**src/rtl/seq_shift_unit.sv**
```systemverilog
// Multi-cycle shifter: one bit position per clock under a start/busy/done handshake.
// Supports logical right/left, arithmetic right and rotate left by a programmable amount.
module seq_shift_unit #(
   parameter int unsigned WIDTH   = 8,
   parameter int unsigned SHAMT_W = 3
) (
   input  logic               clk,
   input  logic               rst,
   input  logic               start,
   input  logic [1:0]         mode,
   input  logic [SHAMT_W-1:0] shamt,
   input  logic [WIDTH-1:0]   din,
   output logic               busy,
   output logic               done,
   output logic [WIDTH-1:0]   dout
);

   typedef enum logic [1:0] {
      StIdle  = 2'b00,
      StShift = 2'b01,
      StDone  = 2'b10
   } state_e;

   typedef enum logic [1:0] {
      ModeLsr = 2'b00,
      ModeLsl = 2'b01,
      ModeAsr = 2'b10,
      ModeRol = 2'b11
   } mode_e;

   localparam logic [SHAMT_W-1:0] CountOne = SHAMT_W'(1);

   state_e             state_q, state_d;
   mode_e              mode_q, mode_d;
   logic [SHAMT_W-1:0] count_q, count_d;
   logic [WIDTH-1:0]   work_q, work_d;
   logic [WIDTH-1:0]   dout_q, dout_d;
   logic [WIDTH-1:0]   step_val;

   // Single-position step of the working register for the latched mode.
   always_comb begin
      step_val = work_q;
      case (mode_q)
         ModeLsr: step_val = {1'b0, work_q[WIDTH-1:1]};
         ModeLsl: step_val = {work_q[WIDTH-2:0], 1'b0};
         ModeAsr: step_val = {work_q[WIDTH-1], work_q[WIDTH-1:1]};
         ModeRol: step_val = {work_q[WIDTH-2:0], work_q[WIDTH-1]};
         default: step_val = work_q;
      endcase
   end

   always_comb begin
      state_d = state_q;
      mode_d  = mode_q;
      count_d = count_q;
      work_d  = work_q;
      dout_d  = dout_q;
      unique case (state_q)
         StIdle: begin
            if (start) begin
               mode_d  = mode_e'(mode);
               count_d = shamt;
               work_d  = din;
               if (shamt == '0) begin
                  // Zero amount: result is the operand, skip SHIFT entirely.
                  state_d = StDone;
                  dout_d  = din;
               end else begin
                  state_d = StShift;
               end
            end
         end
         StShift: begin
            work_d  = step_val;
            count_d = count_q - CountOne;
            if (count_q == CountOne) begin
               state_d = StDone;
               dout_d  = step_val;
            end
         end
         StDone: begin
            state_d = StIdle;
         end
         default: begin
            state_d = StIdle;
         end
      endcase
   end

   always_ff @(posedge clk) begin
      if (rst) begin
         state_q <= StIdle;
         mode_q  <= ModeLsr;
         count_q <= '0;
         work_q  <= '0;
         dout_q  <= '0;
      end else begin
         state_q <= state_d;
         mode_q  <= mode_d;
         count_q <= count_d;
         work_q  <= work_d;
         dout_q  <= dout_d;
      end
   end

   assign busy = (state_q != StIdle);
   assign done = (state_q == StDone);
   assign dout = dout_q;

endmodule

```
**config.mk**
```make
export PLATFORM = sky130hd
export DESIGN_NAME = seq_shift_unit
export DESIGN_NICKNAME = d
export VERILOG_FILES = /design/src/rtl/seq_shift_unit.sv
export SDC_FILE = /design/constraint.sdc
export NUM_CORES = 1
export LEC_CHECK = 0
export CORE_ASPECT_RATIO = 0.9
export CORE_MARGIN = 2
export CORE_UTILIZATION = 49
export CTS_CLUSTER_DIAMETER = 100
export DETAILED_ROUTE_END_ITERATION = 12
export PLACE_DENSITY = 0.84
export SETUP_SLACK_MARGIN = 0.15
export SLEW_MARGIN = 10
export SYNTH_ARGS = -nofsm -noshare
export SYNTH_HDL_FRONTEND = slang
export SYNTH_SLANG_ARGS = --single-unit
```
**constraint.sdc**
```tcl
create_clock -name clk -period 1.55 [get_ports clk]
set_input_delay 0.155 -clock clk [delete_from_list [all_inputs] [get_ports clk]]
set_output_delay 0.155 -clock clk [all_outputs]
set_load 0.02 [all_outputs]
```
==> reports/metrics.yaml <==
slew_headroom: 0.674
cap_violations: 0
rows: 16
fmax_mhz: 731
grt_pass1_wl_um: 4260
clk_latency_ns: 0.31
drtPass1Iterations: 4
fin_crit_sh: 0.883
cts-root-buf: "clkbuf_4"
ant_nets: 0
num_io_pins: 26
postSynthAreaPerCell_um2: 8.61
crit_arrival_ns: 1.58
die_area_um2: 2760
ys_seq_area_frac: 0.399
cellPowerDensity_nw_per_um2: 943
cp-end-kind: "flip-flop"
max-vdd-ir-drop_mv: 0.655
dr_total_vias: 1085
critPathMaxFanout: 5
final_cell_area_um2: 1530
syn-cell-area_um2: 1150
port_buffers: 25
drc: 0
vias_per_cell: 5.62
reg2reg_depth: 7
synth_seq_cells: 23
min_from: "mode[0]"
n_antenna_cell: 0
cts_made_buffers: 3
fin_setup_tns_ns: 0
antenna_found_initial: 0
worstReg2RegStart: "state_q[0]$_SDFFE_PP0P_"
worst_pin_slew_ns: 0.488
status: "complete, no violations"
whs_path_depth: 3
die_width_um: 55.1
wl_per_cell_um: 14.4
coreArea_um2: 2200
hpwl_um: 1880
wirelength_um: 2790
grt_use_total: 0.212
cts_tree: "built"
fin_skew_ns: 0.00169
worstSetupPathType: "reg -> reg"
dieHeight_um: 50.0
fillers: 176
htreeDepth: 1
hold_viol: 0
synth_nets: 152
gp_congestion: 0.807
syn_inst: 134
holdWs_ns: 0.457
final_nets: 185
initial_core_util: 0.524
reg2reg_slack_ns: 0.18
final_cell_mix: "nand2_1, dfxtp_1, o211ai_1, a21oi_1, clkdlybuf4s50_1"
syn_to_final_growth_pct: 32.2
drt_iter0_markers: 22
cts.path.max_buffers: 2
yosysUniqueCellTypes: 26
final_common_cell: "nand2_1"
grt_pass1_vias: 968
rsz0062_at_grt: "true"
timing.rr.end: "dout[4]$_SDFFE_PP0P_"
cts.sinks: 23
required_ns: 1.76
placed_area_um2: 1430
drv_slew: 0
clk_pin_slew_ns: 0.12
fin_crit_ns: 1.37
yosysWarnings: 0
p_leak_uw: 0.000568
hold_buffers: 0
fin_util: 0.693
grt_max_degree: 32
grt.overflow.total: 0
hold_path_class: "in -> reg"
hold_end: "mode_q[0]$_SDFFE_PP0P_"
cp-start-kind: "flip-flop"
setup_viol: 0
layout-drive-gt1-share: 0.199
-- per-layer routing --
| layer | global-route usage | part of all wire |
|---|---|---|
| met2 | 0.327 | 0.49 |
| met5 | 0 | 0 |
| met3 | 0.0727 | 0.061 |
| met1 | 0.285 | 0.45 |
| met4 | 0.0407 | 0.0043 |
-- cell type report --
class	count	area [um^2]	area share
Sequential cell	23	468	0.307
Clock buffer	4	26.3	0.0172
Timing Repair Buffer	36	338	0.221
Multi-Input combinational cell	100	648	0.425
Inverter	3	11.3	0.00738
Tap cell	27	33.8	0.0221
-- synth_stat cells (all sizes together) --
cell    number  area share
nor3         2      0.0087
nand3        2      0.0087
nand2b       1      0.0054
ha           2       0.022
inv          3      0.0098
o22ai        1       0.011
a32oi        1      0.0076
or2          2       0.011
and4bb       1       0.011
mux2i        8       0.069
nor3b        1       0.016
o22a         1       0.015
a21oi       21       0.091
nand2       29       0.094
buf          4       0.027
and2b        1      0.0076
nor2b        1      0.0054
a22oi        1      0.0065
nor2         7       0.023
dfxtp       23        0.40
o211ai      18        0.12
clkbuf       4       0.034
-- worst max-delay path, cell delays in order (launching register included) --
cell	delay, ns
dfxtp_4	0.37
buf_4	0.14
nor3b_4	0.23
buf_4	0.17
o22ai_4	0.07
buf_6	0.14
nand2_1	0.08
a21oi_2	0.06
-- cell families (layout without fill, tap and decap cells) --
group | count (synthesis) | count (layout) | share of synthesized area
fa+ha+maj | 2 | 2 | 0.0217
simple gates | 47 | 47 | 0.191
mux | 8 | 8 | 0.0694
compound gates | 43 | 43 | 0.248
flops | 23 | 23 | 0.399
buf+inv | 11 | 43 | 0.0705
-- how the worst max path moves through the flow --
stage          cells past startpoint               startpoint                 endpoint  slack, ns
2_1_floorplan                      6  count_q[1]$_SDFFE_PP0P_     dout[0]$_SDFFE_PP0P_       0.26
5_1_grt                            7  state_q[0]$_SDFFE_PP0P_     dout[4]$_SDFFE_PP0P_       0.12
3_3_place_gp                       6                    start  count_q[0]$_SDFFE_PP0P_       0.11
3_5_place_dp                       5                    start   mode_q[1]$_SDFFE_PP0P_       0.04
4_1_cts                            6  count_q[1]$_SDFFE_PP0P_     dout[0]$_SDFFE_PP0P_       0.16
6_report                           7  state_q[0]$_SDFFE_PP0P_     dout[4]$_SDFFE_PP0P_       0.18
-- sequential cells by signal, indices dropped and copies added, names as in the netlist --
register  cells
dout          8
work_q        8
count_q       3
mode_q        2
state_q       2
-- power breakdown --
group / total, uW / internal, uW / switching (uW)
combinational: 452 / 217 / 235
clock: 277 / 101 / 176
sequential: 710 / 654 / 56.1
-- per-stage QoR --
stage / power [uW] / cells / setup slack, ns
floorplan: 989 / 134 / 0.261
global placement: 1120 / 184 / 0.108
detailed placement: 1130 / 184 / 0.0409
CTS: 1410 / 190 / 0.164
global route: 1530 / 193 / 0.116
finish: 1440 / 193 / 0.181
-- timing repair --
| item | in CTS | in global routing |
|---|---|---|
| gates cloned | 0 | 1 |
| pin swaps | 0 | 5 |
| buffers inserted | 2 | 2 |
| endpoints found under the setup margin | 27 | 12 |
| gates resized for setup | 16 | 15 |
Note: power is estimated with default switching activity, not from simulation.
